--- config.mk ---
export PLATFORM = sky130hd
export DESIGN_NAME = riscv_test_harness_ctrl
export DESIGN_NICKNAME = d
export VERILOG_FILES = /design/src/rtl/riscv_test_harness_ctrl_pkg.sv /design/src/rtl/riscv_test_harness_ctrl_store_monitor.sv /design/src/rtl/riscv_test_harness_ctrl.sv
export SDC_FILE = /design/constraint.sdc
export NUM_CORES = 1
export LEC_CHECK = 0
export CORE_MARGIN = 4
export CORE_UTILIZATION = 35
export CTS_BUF_LIST = sky130_fd_sc_hd__clkbuf_16
export DETAILED_ROUTE_END_ITERATION = 12
export PLACE_DENSITY = 0.83
export SYNTH_ARGS = -nofsm -noshare
export SYNTH_HDL_FRONTEND = slang
export SYNTH_HIERARCHICAL = 1
export SYNTH_SLANG_ARGS = --single-unit
--- constraint.sdc ---
create_clock -name clk -period 4.8 [get_ports clk]
set_input_delay 1.44 -clock clk [delete_from_list [all_inputs] [get_ports clk]]
set_output_delay 1.44 -clock clk [all_outputs]
set_load 0.05 [all_outputs]
--- src/rtl/riscv_test_harness_ctrl_pkg.sv ---
// Shared types for the RISC-V test harness controller: data word type,
// harness FSM states and store-monitor verdict codes.
package riscv_test_harness_ctrl_pkg;

  localparam int DATA_WIDTH = 32;

  typedef logic [DATA_WIDTH-1:0] dataBus_t;

  typedef enum logic [2:0] {
    IDLE,
    LOAD,
    HOLD,
    RUN,
    DONE
  } harness_state_e;

  typedef enum logic [1:0] {
    V_NONE,
    V_PASS,
    V_FAIL,
    V_TIMEOUT
  } verdict_e;

endpackage

--- src/rtl/riscv_test_harness_ctrl_store_monitor.sv ---
// Classifies a single core data-memory store into a pass/fail/no-action
// verdict by matching the full 32-bit address and the stored word.
module riscv_store_monitor
  import riscv_test_harness_ctrl_pkg::*;
#(
  parameter int          DATA_WIDTH  = 32,
  parameter int unsigned PASS_ADDR   = 100,
  parameter int unsigned PASS_VALUE  = 25,
  parameter int unsigned IGNORE_ADDR = 96,
  parameter bit          STRICT      = 1'b1
) (
  input  logic                  wr_en,
  input  logic [31:0]           addr,
  input  logic [DATA_WIDTH-1:0] data,
  output verdict_e              verdict
);

  // The verdict address takes priority, so it still works if it aliases the scratch address.
  always_comb begin
    verdict = V_NONE;
    if (wr_en) begin
      if (addr == 32'(PASS_ADDR)) begin
        verdict = (data == DATA_WIDTH'(PASS_VALUE)) ? V_PASS : V_FAIL;
      end else if (addr == 32'(IGNORE_ADDR)) begin
        verdict = V_NONE;
      end else if (STRICT) begin
        verdict = V_FAIL;
      end
    end
  end

endmodule

--- src/rtl/riscv_test_harness_ctrl.sv ---
// Harness controller: copies a program image into instruction memory, holds
// and then releases core reset, and watches stores for a verdict or a timeout.
module riscv_test_harness_ctrl
  import riscv_test_harness_ctrl_pkg::*;
#(
  parameter int          DATA_WIDTH     = riscv_test_harness_ctrl_pkg::DATA_WIDTH,
  parameter int          PROG_WORDS     = 32,
  parameter int          RESET_HOLD     = 2,
  parameter int          TIMEOUT_CYCLES = 1200,
  parameter int unsigned PASS_ADDR      = 100,
  parameter int unsigned PASS_VALUE     = 25,
  parameter int unsigned IGNORE_ADDR    = 96,
  parameter bit          STRICT         = 1'b1,
  localparam int         IDX_W          = (PROG_WORDS > 1) ? $clog2(PROG_WORDS) : 1
) (
  input  logic                  clk,
  input  logic                  rst_n,
  input  logic                  i_start,
  output logic [IDX_W-1:0]      o_img_addr,
  input  logic [DATA_WIDTH-1:0] i_img_data,
  output logic                  o_init_active,
  output logic                  o_imem_we,
  output logic [3:0]            o_imem_ctrl,
  output logic [31:0]           o_imem_addr,
  output logic [DATA_WIDTH-1:0] o_imem_wdata,
  output logic                  o_cpu_rst_n,
  input  logic                  i_data_wr_en,
  input  logic [31:0]           i_data_addr,
  input  logic [DATA_WIDTH-1:0] i_data_wr,
  output logic                  o_done,
  output logic                  o_pass,
  output logic                  o_fail,
  output logic                  o_timeout,
  output logic [31:0]           o_run_cycles
);

  localparam int HOLD_W = (RESET_HOLD > 1) ? $clog2(RESET_HOLD) : 1;

  harness_state_e    state, state_next;
  logic [IDX_W-1:0]  idx;
  logic [HOLD_W-1:0] hold_cnt;
  logic [31:0]       run_cycles, run_inc;
  logic              pass_q, fail_q, timeout_q, cpu_rst_n_q;
  verdict_e          store_verdict;

  riscv_store_monitor #(
    .DATA_WIDTH (DATA_WIDTH),
    .PASS_ADDR  (PASS_ADDR),
    .PASS_VALUE (PASS_VALUE),
    .IGNORE_ADDR(IGNORE_ADDR),
    .STRICT     (STRICT)
  ) u_store_monitor (
    .wr_en  (i_data_wr_en),
    .addr   (i_data_addr),
    .data   (i_data_wr),
    .verdict(store_verdict)
  );

  assign run_inc = (run_cycles == '1) ? run_cycles : run_cycles + 32'd1;

  always_comb begin
    state_next = state;
    case (state)
      IDLE, DONE: if (i_start) state_next = LOAD;
      LOAD:       if (idx == IDX_W'(PROG_WORDS - 1)) state_next = HOLD;
      HOLD:       if (hold_cnt == HOLD_W'(RESET_HOLD - 1)) state_next = RUN;
      RUN: begin
        if (store_verdict != V_NONE || run_inc == 32'(TIMEOUT_CYCLES)) state_next = DONE;
      end
      default:    state_next = IDLE;
    endcase
  end

  // Core reset is registered from the next state so it rises exactly on the first RUN cycle.
  always_ff @(posedge clk or negedge rst_n) begin
    if (!rst_n) begin
      state       <= IDLE;
      idx         <= '0;
      hold_cnt    <= '0;
      run_cycles  <= '0;
      pass_q      <= 1'b0;
      fail_q      <= 1'b0;
      timeout_q   <= 1'b0;
      cpu_rst_n_q <= 1'b0;
    end else begin
      state       <= state_next;
      cpu_rst_n_q <= (state_next == RUN);
      case (state)
        IDLE, DONE: begin
          if (i_start) begin
            idx        <= '0;
            run_cycles <= '0;
            pass_q     <= 1'b0;
            fail_q     <= 1'b0;
            timeout_q  <= 1'b0;
          end
        end
        LOAD: begin
          idx      <= (state_next == HOLD) ? '0 : idx + 1'b1;
          hold_cnt <= '0;
        end
        HOLD: hold_cnt <= hold_cnt + 1'b1;
        RUN: begin
          run_cycles <= run_inc;
          if (store_verdict == V_PASS) begin
            pass_q <= 1'b1;
          end else if (store_verdict == V_FAIL) begin
            fail_q <= 1'b1;
          end else if (run_inc == 32'(TIMEOUT_CYCLES)) begin
            timeout_q <= 1'b1;
          end
        end
        default: ;
      endcase
    end
  end

  assign o_img_addr    = idx;
  assign o_init_active = (state == LOAD);
  assign o_imem_we     = (state == LOAD);
  assign o_imem_ctrl   = (state == LOAD) ? 4'b1111 : 4'b0000;
  assign o_imem_addr   = 32'({idx, 2'b00});
  assign o_imem_wdata  = i_img_data;
  assign o_cpu_rst_n   = cpu_rst_n_q;
  assign o_done        = (state == DONE);
  assign o_pass        = pass_q;
  assign o_fail        = fail_q;
  assign o_timeout     = timeout_q;
  assign o_run_cycles  = run_cycles;

endmodule

==> impl_metrics.toml, run 1 <==
[status]
run_status = "finished clean"

[timing]
setup_viol_count_final = 0
fmax_ghz = 0.254
final-max-slew-violation-count = 0
rsz0062_at_grt = "no"
worst_slew_margin_rel = 0.305
final_period_minus_worst_setup_slack_ns = 3.94
share_of_the_clock_period_used_by_the_worst_path = 0.821
min_setup_slack_post_route_ns = 0.859
setup_tns_ns = 0
final.setup_skew_ns = 0.00445
worst-slew-pin-transition_ns = 1.04
hold_viol = 0

[clock_tree]
postCtsSetupRepairBufs = 0
cts_made_buffers = 5
level_count_of_the_clock_h_tree = 2
cts_hold_buffers = 0
ctsLongestPathBuffers = 2
postCtsResizedCells = 0
cts-root-buf = "clkbuf_16"
cts_tree = "done"
clk_pin_slew_worst_paths_ns = 0.07
cts_sinks = 45
insertion_delay_ns = 0.29

[critical_path]
crit_arrival_ns = 2.50
critical_path.slowest_cell = "clkdlybuf4s50_1"
r2r_end = "state[0]$_DFF_PN0_"
timing.critical_path.cells = "nor3b_1 > clkdlybuf4s50_1"
number_of_stages_on_the_worst_setup_path = 2
crit_path_start = "state[0]$_DFF_PN0_"
path_max_fanout = 11
path_class = "register to output pin"
path_delay_family = "buffers and inverters"
timing.reg2reg.worst_path_depth = 9
critical_path.max_stage_delay_ns = 0.96
worstReg2RegStart = "o_run_cycles[0]$_DFFE_PN0P_"
r2r_setup_slack_ns = 1.24
worst_setup_path_start_kind = "register"
cp_capture_type = "output pin"
endpoint = "o_imem_ctrl[1]"
crit_required_ns = 3.36
worstPathBufferInverterCount = 1

[synth]
ys_warn_count = 6
synth.ff_latch_count = 45
yosysSeqAreaShare = 0.291
post_synth_num_cell_types = 65
syn-cell-area_mm2 = 0.00387
syn-mean-instance-area_um2 = 8.09
postSynthCellCount = 479
synthFlopType = "dfrtp_1"
async_flop_share = 1.00
synth_edf_count = 0

[route]
dr_wl_met2_um = 5720
wire_per_inst_um = 17.5
route.vias.total = 3847
drc_errors = 0
drt-pass1-iter-count = 5
m1WireLength_um = 4870
drt_wl_total_um = 11900
met3_wirelength_um = 1040
final_antenna_net_count = 0
top_signal_layer_used = "met4"
drt-vias-per-instance = 5.66
drt-initial-drc-count = 405

[cells_and_area]
finalNetCount = 642
area_delta_synth_final_pct = 26.6
antenna_cells = 0
stdcell_area_mm2 = 0.00490
layout_cells_sized_above_1 = 0.0722
fillCellCount = 1016

[worst_hold_path]
hold_removal_path_class = "register to register"

[placement]
pre_cts_ws_ns = 1.19
port_buffers = 120
cell_area_reported_after_detailed_placement_mm2 = 0.00473
dp_hpwl_um = 8890
globalplace.congestion = 0.902

[pwr]
power_frac_seq = 0.297
power.share.switching = 0.453
switching_power_w = 0.000796
power.static_leakage_nw = 1.85
fin_total_pwr_w = 0.00176
irDropWorstVdd_v = 0.000380
powerDensity_mw_per_mm2 = 358
cell_internal_pwr_w = 0.000960
power.share.combinational = 0.472
power.clock.fraction = 0.232

[die]
core-area_mm2 = 0.0108
floorplan.rows = 38
die_x_um = 113
die_area_mm2 = 0.0128
floorplan.initialDensity = 0.357
chipHeight_um = 113
top_level_ports = 212

[global_route]
antenna_found_initial = 0
grt_use_total = 0.183
grt_pass1_wl_um = 19300
grt_max_degree = 46
grt_pass1_vias = 3755
global_route.overflow_total = 0

[job]
cap_viol_max_count = 0
-- power groups by stage --
stage	clock [W]	combinational (W)	sequential, W
2_1_floorplan	0	0.000533	0.000655
3_3_place_gp	0	0.000811	0.000516
3_5_place_dp	0	0.000827	0.000525
4_1_cts	0.000416	0.000830	0.000519
5_1_grt	0.000429	0.000872	0.000533
6_report	0.000407	0.000828	0.000521
-- metal layers --
layer,GRT usage,vias to the layer above
met1,0.246,1830
met3,0.0433,31
met5,0,-
met4,0.0513,0
met2,0.295,200
li1,-,1786
-- placed cells by master (no fill, tap or decap), types with 4 or more instances in the layout --
cell type,netlist,routed
nand2b_1,6,6
nor4_1,13,13
o41ai_1,4,4
dfrtp_1,45,45
xor2_1,4,4
clkbuf_16,0,5
a22o_1,6,6
a31oi_1,15,15
nand3_1,22,22
o31ai_1,8,8
nor2_1,26,26
a21oi_1,12,12
nor4_2,4,4
o21ai_0,48,48
and3_1,6,6
nand4_1,14,14
conb_1,1,27
mux2i_1,6,6
and4_1,4,4
inv_1,9,9
xnor2_1,8,8
clkdlybuf4s50_1,0,119
nand2_1,49,49
or3_1,4,4
or2_2,4,4
nor3_1,12,12
-- worst min path at each step --
stage | from | to | slack (ns) | cells after the start
2_1_floorplan | hold_cnt$_DFFE_PN0P_ | hold_cnt$_DFFE_PN0P_ | 0.52 | 2
3_3_place_gp | o_pass$_DFFE_PN0P_ | o_pass$_DFFE_PN0P_ | 0.49 | 2
3_5_place_dp | o_fail$_DFFE_PN0P_ | o_fail$_DFFE_PN0P_ | 0.51 | 2
4_1_cts | o_fail$_DFFE_PN0P_ | o_fail$_DFFE_PN0P_ | 0.52 | 2
5_1_grt | o_fail$_DFFE_PN0P_ | o_fail$_DFFE_PN0P_ | 0.53 | 2
6_report | o_fail$_DFFE_PN0P_ | o_fail$_DFFE_PN0P_ | 0.51 | 2
-- synthesized netlist by cell type, types with 4 or more instances --
| cell | instances | area (µm²) |
|---|---|---|
| a21oi_1 | 12 | 60.1 |
| a22o_1 | 6 | 52.6 |
| a31oi_1 | 15 | 93.8 |
| and3_1 | 6 | 37.5 |
| and4_1 | 4 | 35.0 |
| buf_2 | 6 | 30.0 |
| buf_4 | 70 | 526 |
| clkbuf_1 | 18 | 67.6 |
| dfrtp_1 | 45 | 1130 |
| inv_1 | 9 | 33.8 |
| mux2i_1 | 6 | 60.1 |
| nand2_1 | 49 | 184 |
| nand2b_1 | 6 | 37.5 |
| nand3_1 | 22 | 110 |
| nand4_1 | 14 | 87.6 |
| nor2_1 | 26 | 97.6 |
| nor3_1 | 12 | 60.1 |
| nor4_1 | 13 | 81.3 |
| nor4_2 | 4 | 50.1 |
| o21ai_0 | 48 | 240 |
| o31ai_1 | 8 | 60.1 |
| o41ai_1 | 4 | 35.0 |
| or2_2 | 4 | 25.0 |
| or3_1 | 4 | 25.0 |
| xnor2_1 | 8 | 70.1 |
| xor2_1 | 4 | 35.0 |
-- state kept, by name, indices dropped and copies added, names as in the netlist --
| signal | cells |
|---|---|
| state | 3 |
| o_cpu_rst_n | 1 |
| o_pass | 1 |
| o_run_cycles | 32 |
| o_timeout | 1 |
| o_fail | 1 |
| o_img_addr | 5 |
| hold_cnt | 1 |
-- worst reg2reg max path: stages, from the launching register on --
cell and delay [ns]:
dfrtp_1 0.46, ha_1 0.27, nand3_1 0.37, or4_4 0.70
nor3_4 0.41, nor3_1 0.11, xnor2_1 0.35, nand3b_1 0.18
o311ai_2 0.41, o221ai_1 0.17
-- cells by family after synthesis --
| kind of cell | after synthesis | synth area share |
|---|---|---|
| simple gates | 191 | 0.285 |
| fa+ha+maj | 3 | 0.00969 |
| compound gates | 114 | 0.191 |
| other cells | 1 | 0.000968 |
| flops | 45 | 0.291 |
| mux | 8 | 0.0213 |
| xor+xnor | 12 | 0.0271 |
| buf+inv | 105 | 0.174 |
-- final cells by class --
cell class / instances / area [µm²] / share of cell area
Clock inverter: 3 / 47.5 / 0.00969
Tap cell: 140 / 175 / 0.0357
Multi-Input combinational cell: 355 / 2180 / 0.444
Inverter: 9 / 33.8 / 0.00689
Clock buffer: 5 / 125 / 0.0255
Timing Repair Buffer: 123 / 1220 / 0.248
Sequential cell: 45 / 1130 / 0.230
-- per-stage QoR --
step,util,cells,hold slack (ns)
6_report,0.452,680,0.510
5_1_grt,0.452,680,0.534
4_1_cts,0.452,680,0.522
3_5_place_dp,0.437,672,0.507
3_3_place_gp,0.437,672,0.488
2_1_floorplan,-,505,0.520
(Power assumes the default switching activity.)
==> run 2: changes to the inputs <==
==> constraint.sdc (replaced) <==
create_clock -name clk -period 4.07 [get_ports clk]
set_input_delay 1.221 -clock clk [delete_from_list [all_inputs] [get_ports clk]]
set_output_delay 1.221 -clock clk [all_outputs]
set_load 0.05 [all_outputs]
==> impl_metrics.toml, run 2 (same netlist as run 1, synthesis figures left out) <==
[status]
run_status = "finished clean"

[timing]
final-max-slew-violation-count = 0
setup_viol_count_final = 0
final.setup_skew_ns = 0.00486
hold_viol = 0
rsz0062_at_grt = "no"
worst-slew-pin-transition_ns = 1.03
setup_tns_ns = 0
fmax_ghz = 0.276
min_setup_slack_post_route_ns = 0.441
share_of_the_clock_period_used_by_the_worst_path = 0.892
worst_slew_margin_rel = 0.310
final_period_minus_worst_setup_slack_ns = 3.63

[critical_path]
r2r_end = "state[0]$_DFF_PN0_"
worstReg2RegStart = "o_run_cycles[0]$_DFFE_PN0P_"
r2r_setup_slack_ns = 0.44
crit_required_ns = 4.22
timing.reg2reg.worst_path_depth = 9
path_max_fanout = 13
crit_arrival_ns = 3.77
path_class = "register to register"
cp_capture_type = "register"
worst_setup_path_start_kind = "register"

[clock_tree]
cts_sinks = 45
postCtsResizedCells = 0
cts-root-buf = "clkbuf_16"
postCtsSetupRepairBufs = 0
cts_hold_buffers = 0
level_count_of_the_clock_h_tree = 2
cts_tree = "done"
ctsLongestPathBuffers = 2
clk_pin_slew_worst_paths_ns = 0.06
cts_made_buffers = 5
insertion_delay_ns = 0.29

[cells_and_area]
finalNetCount = 644
final_common_cell = "clkdlybuf4s50_1"
instances_no_fill = 682
mostFrequentLayoutCells = "clkdlybuf4s50_1, nand2_1, o21ai_0"
antenna_cells = 0
area_delta_synth_final_pct = 26.1
largest_register_ffs = 32
layout_cells_sized_above_1 = 0.0738
fillCellCount = 1065

[worst_hold_path]
holdPathStages = 2
worst_hold_startpoint = "o_pass$_DFFE_PN0P_"
worstHoldEndpoint = "o_pass$_DFFE_PN0P_"
hold_removal_path_class = "register to register"

[route]
drt-pass1-iter-count = 5
drt_wl_total_um = 12000
wire_per_inst_um = 17.6
route.vias.total = 3905
drc_errors = 0
final_antenna_net_count = 0
drt-initial-drc-count = 483
drt-vias-per-instance = 5.73

[global_route]
grt_pass1_vias = 3724
grt_use_total = 0.182
global_route.overflow_total = 0
grt_pass1_wl_um = 19000
antenna_found_initial = 0
grt_max_degree = 46

[placement]
pre_cts_ws_ns = 0.621
placedCellCount = 674
globalplace.congestion = 0.947
port_buffers = 120
dp_hpwl_um = 9160

[pwr]
irDropWorstVdd_v = 0.000322
fin_total_pwr_w = 0.00200
powerDensity_mw_per_mm2 = 409
power.static_leakage_nw = 1.85

[job]
cap_viol_max_count = 0

[die]
top_level_ports = 212
floorplan.initialDensity = 0.357
die_x_um = 113
floorplan.rows = 38
core-area_mm2 = 0.0108
die_area_mm2 = 0.0128
chipHeight_um = 113
## run 2: metal layers
metal  share of wire  vias up  GRT usage
met2            0.48      246      0.298
li1                -     1799          -
met3            0.10       30     0.0449
met1            0.40     1830      0.239
met5               0        -          0
met4           0.020        0     0.0529
## run 2: final cells by class
| type | count | area [µm²] | share of cell area |
|---|---|---|---|
| Clock buffer | 5 | 125 | 0.0256 |
| Clock inverter | 3 | 13.8 | 0.00282 |
| Inverter | 9 | 33.8 | 0.00691 |
| Multi-Input combinational cell | 355 | 2180 | 0.446 |
| Sequential cell | 45 | 1130 | 0.230 |
| Tap cell | 140 | 175 | 0.0359 |
| Timing Repair Buffer | 125 | 1230 | 0.252 |
## run 2: worst max-delay path by stage
stage	from	to	slack, ns	cells past startpoint
finish	o_run_cycles[0]$_DFFE_PN0P_	state[0]$_DFF_PN0_	0.44	9
global route	o_run_cycles[0]$_DFFE_PN0P_	state[0]$_DFF_PN0_	0.27	9
floorplan	state[0]$_DFF_PN0_	o_imem_ctrl[0]	0.28	3
global placement	o_run_cycles[0]$_DFFE_PN0P_	o_timeout$_DFFE_PN0P_	0.77	9
CTS	o_run_cycles[0]$_DFFE_PN0P_	state[0]$_DFF_PN0_	0.51	9
detailed placement	o_run_cycles[0]$_DFFE_PN0P_	o_timeout$_DFFE_PN0P_	0.62	9
## run 2: power breakdown
part | internal (W) | switching, W
logic | 0.000342 | 0.000648
clock network | 0.000223 | 0.000170
registers | 0.000507 | 0.000107
total | 0.00107 | 0.000925
## run 2: stage by stage
step | utilization | cell area (µm²) | hold WS [ns]
detailed placement | 0.438 | 4750 | 0.498
global route | 0.451 | 4890 | 0.543
floorplan | - | 3970 | 0.520
finish | 0.451 | 4890 | 0.507
global placement | 0.438 | 4750 | 0.482
CTS | 0.451 | 4890 | 0.512
## run 2: critical path: stages, from the launching register on
cell and delay (ns):
dfrtp_1 0.46, ha_1 0.26, nand3_1 0.37, or4_4 0.70
nor3_4 0.41, or3_1 0.23, mux2i_1 0.27, nand4b_1 0.18
o311ai_2 0.44, o221ai_1 0.16
==> run 3: changes to the inputs <==
--- a/config.mk
+++ b/config.mk
@@ -9,6 +9,7 @@
 export CORE_UTILIZATION = 35
 export CTS_BUF_LIST = sky130_fd_sc_hd__clkbuf_16
 export DETAILED_ROUTE_END_ITERATION = 12
+export MAX_ROUTING_LAYER = met4
 export PLACE_DENSITY = 0.83
 export SYNTH_ARGS = -nofsm -noshare
 export SYNTH_HDL_FRONTEND = slang
==> impl_metrics.toml, run 3 (same netlist as run 1, synthesis figures left out) <==
[status]
run_status = "finished clean"

[global_route]
grtUsageMet2 = 0.300
antenna_found_initial = 0
grt_pass1_vias = 3744
global_route.usage.met1 = 0.247
grt_most_used_layer = "met2"
grt_pass1_wl_um = 19200
grt_max_degree = 46
grt_use_total = 0.190
grtUsageMet3 = 0.0369
global_route.overflow_total = 0

[cells_and_area]
antenna_cells = 0
fillCellCount = 1078
final_common_cell = "clkdlybuf4s50_1"
mostFrequentLayoutCells = "clkdlybuf4s50_1, nand2_1, o21ai_0"
largest_register_ffs = 32
layout_cells_sized_above_1 = 0.0721
area_delta_synth_final_pct = 26.1
finalNetCount = 643

[timing]
hold_viol = 0
setup_viol_count_final = 0
final_period_minus_worst_setup_slack_ns = 3.56
worst-slew-pin-transition_ns = 1.02
min_setup_slack_post_route_ns = 0.506
setup_tns_ns = 0
final.setup_skew_ns = 0.00873
share_of_the_clock_period_used_by_the_worst_path = 0.876
fmax_ghz = 0.281
final-max-slew-violation-count = 0
worst_slew_margin_rel = 0.320
rsz0062_at_grt = "no"

[route]
route.vias.total = 3849
drc_errors = 0
drt_wl_total_um = 12100
drt-vias-per-instance = 5.65
wire_per_inst_um = 17.8
final_antenna_net_count = 0
drt-initial-drc-count = 324
drt-pass1-iter-count = 5

[critical_path]
path_class = "register to register"
crit_arrival_ns = 3.75
cp_capture_type = "register"
worst_setup_path_start_kind = "register"
path_max_fanout = 13
crit_required_ns = 4.26

[clock_tree]
cts_tree = "done"
cts_made_buffers = 5
level_count_of_the_clock_h_tree = 2
cts-root-buf = "clkbuf_16"
postCtsResizedCells = 0
insertion_delay_ns = 0.30
clk_pin_slew_worst_paths_ns = 0.06
cts_hold_buffers = 0
cts_sinks = 45
ctsLongestPathBuffers = 2
postCtsSetupRepairBufs = 0

[pwr]
powerDensity_mw_per_mm2 = 411
power.static_leakage_nw = 1.84
irDropWorstVdd_v = 0.000303

[die]
floorplan.initialDensity = 0.357
chipHeight_um = 113
top_level_ports = 212
core-area_mm2 = 0.0108
die_area_mm2 = 0.0128
die_x_um = 113
floorplan.rows = 38

[worst_hold_path]
hold_removal_path_class = "register to register"

[job]
cap_viol_max_count = 0

[placement]
port_buffers = 120
globalplace.congestion = 0.959
pre_cts_ws_ns = 0.561
dp_hpwl_um = 9300
-- run 3: cell types whose count changed in the layout (fill, tap and decap cells not counted) --
cell	previous run	this run
buf_4	5	4
clkinv_1	0	1
clkinv_2	2	0
clkinv_4	0	1
inv_1	10	9
inv_6	0	1
-- run 3: metrics by stage --
stage	cell area, µm²	hold WS, ns	instances	util	total power [W]
after floorplan	3970	0.520	505	-	0.00140
after global placement	4740	0.481	673	0.437	0.00158
after detailed placement	4740	0.488	673	0.437	0.00160
after CTS	4890	0.503	681	0.451	0.00202
after global routing	4890	0.549	681	0.451	0.00210
final	4890	0.501	681	0.451	0.00201
-- run 3: final timing paths --
kind / from / end / slack (ns) / depth (start not counted)
max: o_run_cycles[0]$_DFFE_PN0P_ / o_timeout$_DFFE_PN0P_ / 0.51 / 9
min: o_pass$_DFFE_PN0P_ / o_pass$_DFFE_PN0P_ / 0.50 / 2
max reg2reg: o_run_cycles[0]$_DFFE_PN0P_ / o_timeout$_DFFE_PN0P_ / 0.51 / 9
min reg2reg: o_pass$_DFFE_PN0P_ / o_pass$_DFFE_PN0P_ / 0.50 / 2
max in group asynchronous: rst_n / o_run_cycles[3]$_DFFE_PN0P_ / 2.35 / 1
min in group asynchronous: rst_n / o_img_addr[3]$_DFFE_PN0P_ / 1.09 / 1
-- run 3: report_power, final --
| group | switching (W) | internal (W) | total (W) |
|---|---|---|---|
| combinational | 0.000646 | 0.000338 | 0.000983 |
| clock | 0.000183 | 0.000229 | 0.000412 |
| sequential | 0.000108 | 0.000507 | 0.000615 |
-- run 3: metal layers --
layer | up-vias | wire length (µm)
li1 | 1785 | -
met1 | 1883 | 5260
met2 | 165 | 5960
met3 | 16 | 773
met4 | 0 | 146
met5 | - | 0
-- run 3: cell type report --
type | instances | area, µm² | share of cell area
Sequential cell | 45 | 1130 | 0.230
Clock buffer | 5 | 125 | 0.0256
Clock inverter | 3 | 21.3 | 0.00435
Multi-Input combinational cell | 355 | 2180 | 0.446
Inverter | 9 | 33.8 | 0.00691
Timing Repair Buffer | 124 | 1230 | 0.251
Tap cell | 140 | 175 | 0.0359
-- run 3: worst max-delay path, stage by stage, from the launching register on --
cell and delay [ns]:
dfrtp_1 0.45, ha_1 0.25, nand3_1 0.37, or4_4 0.70, nor3_4 0.41, or3_1 0.23
mux2i_1 0.29, nand3_1 0.11, a2111o_1 0.40, o31ai_2 0.25
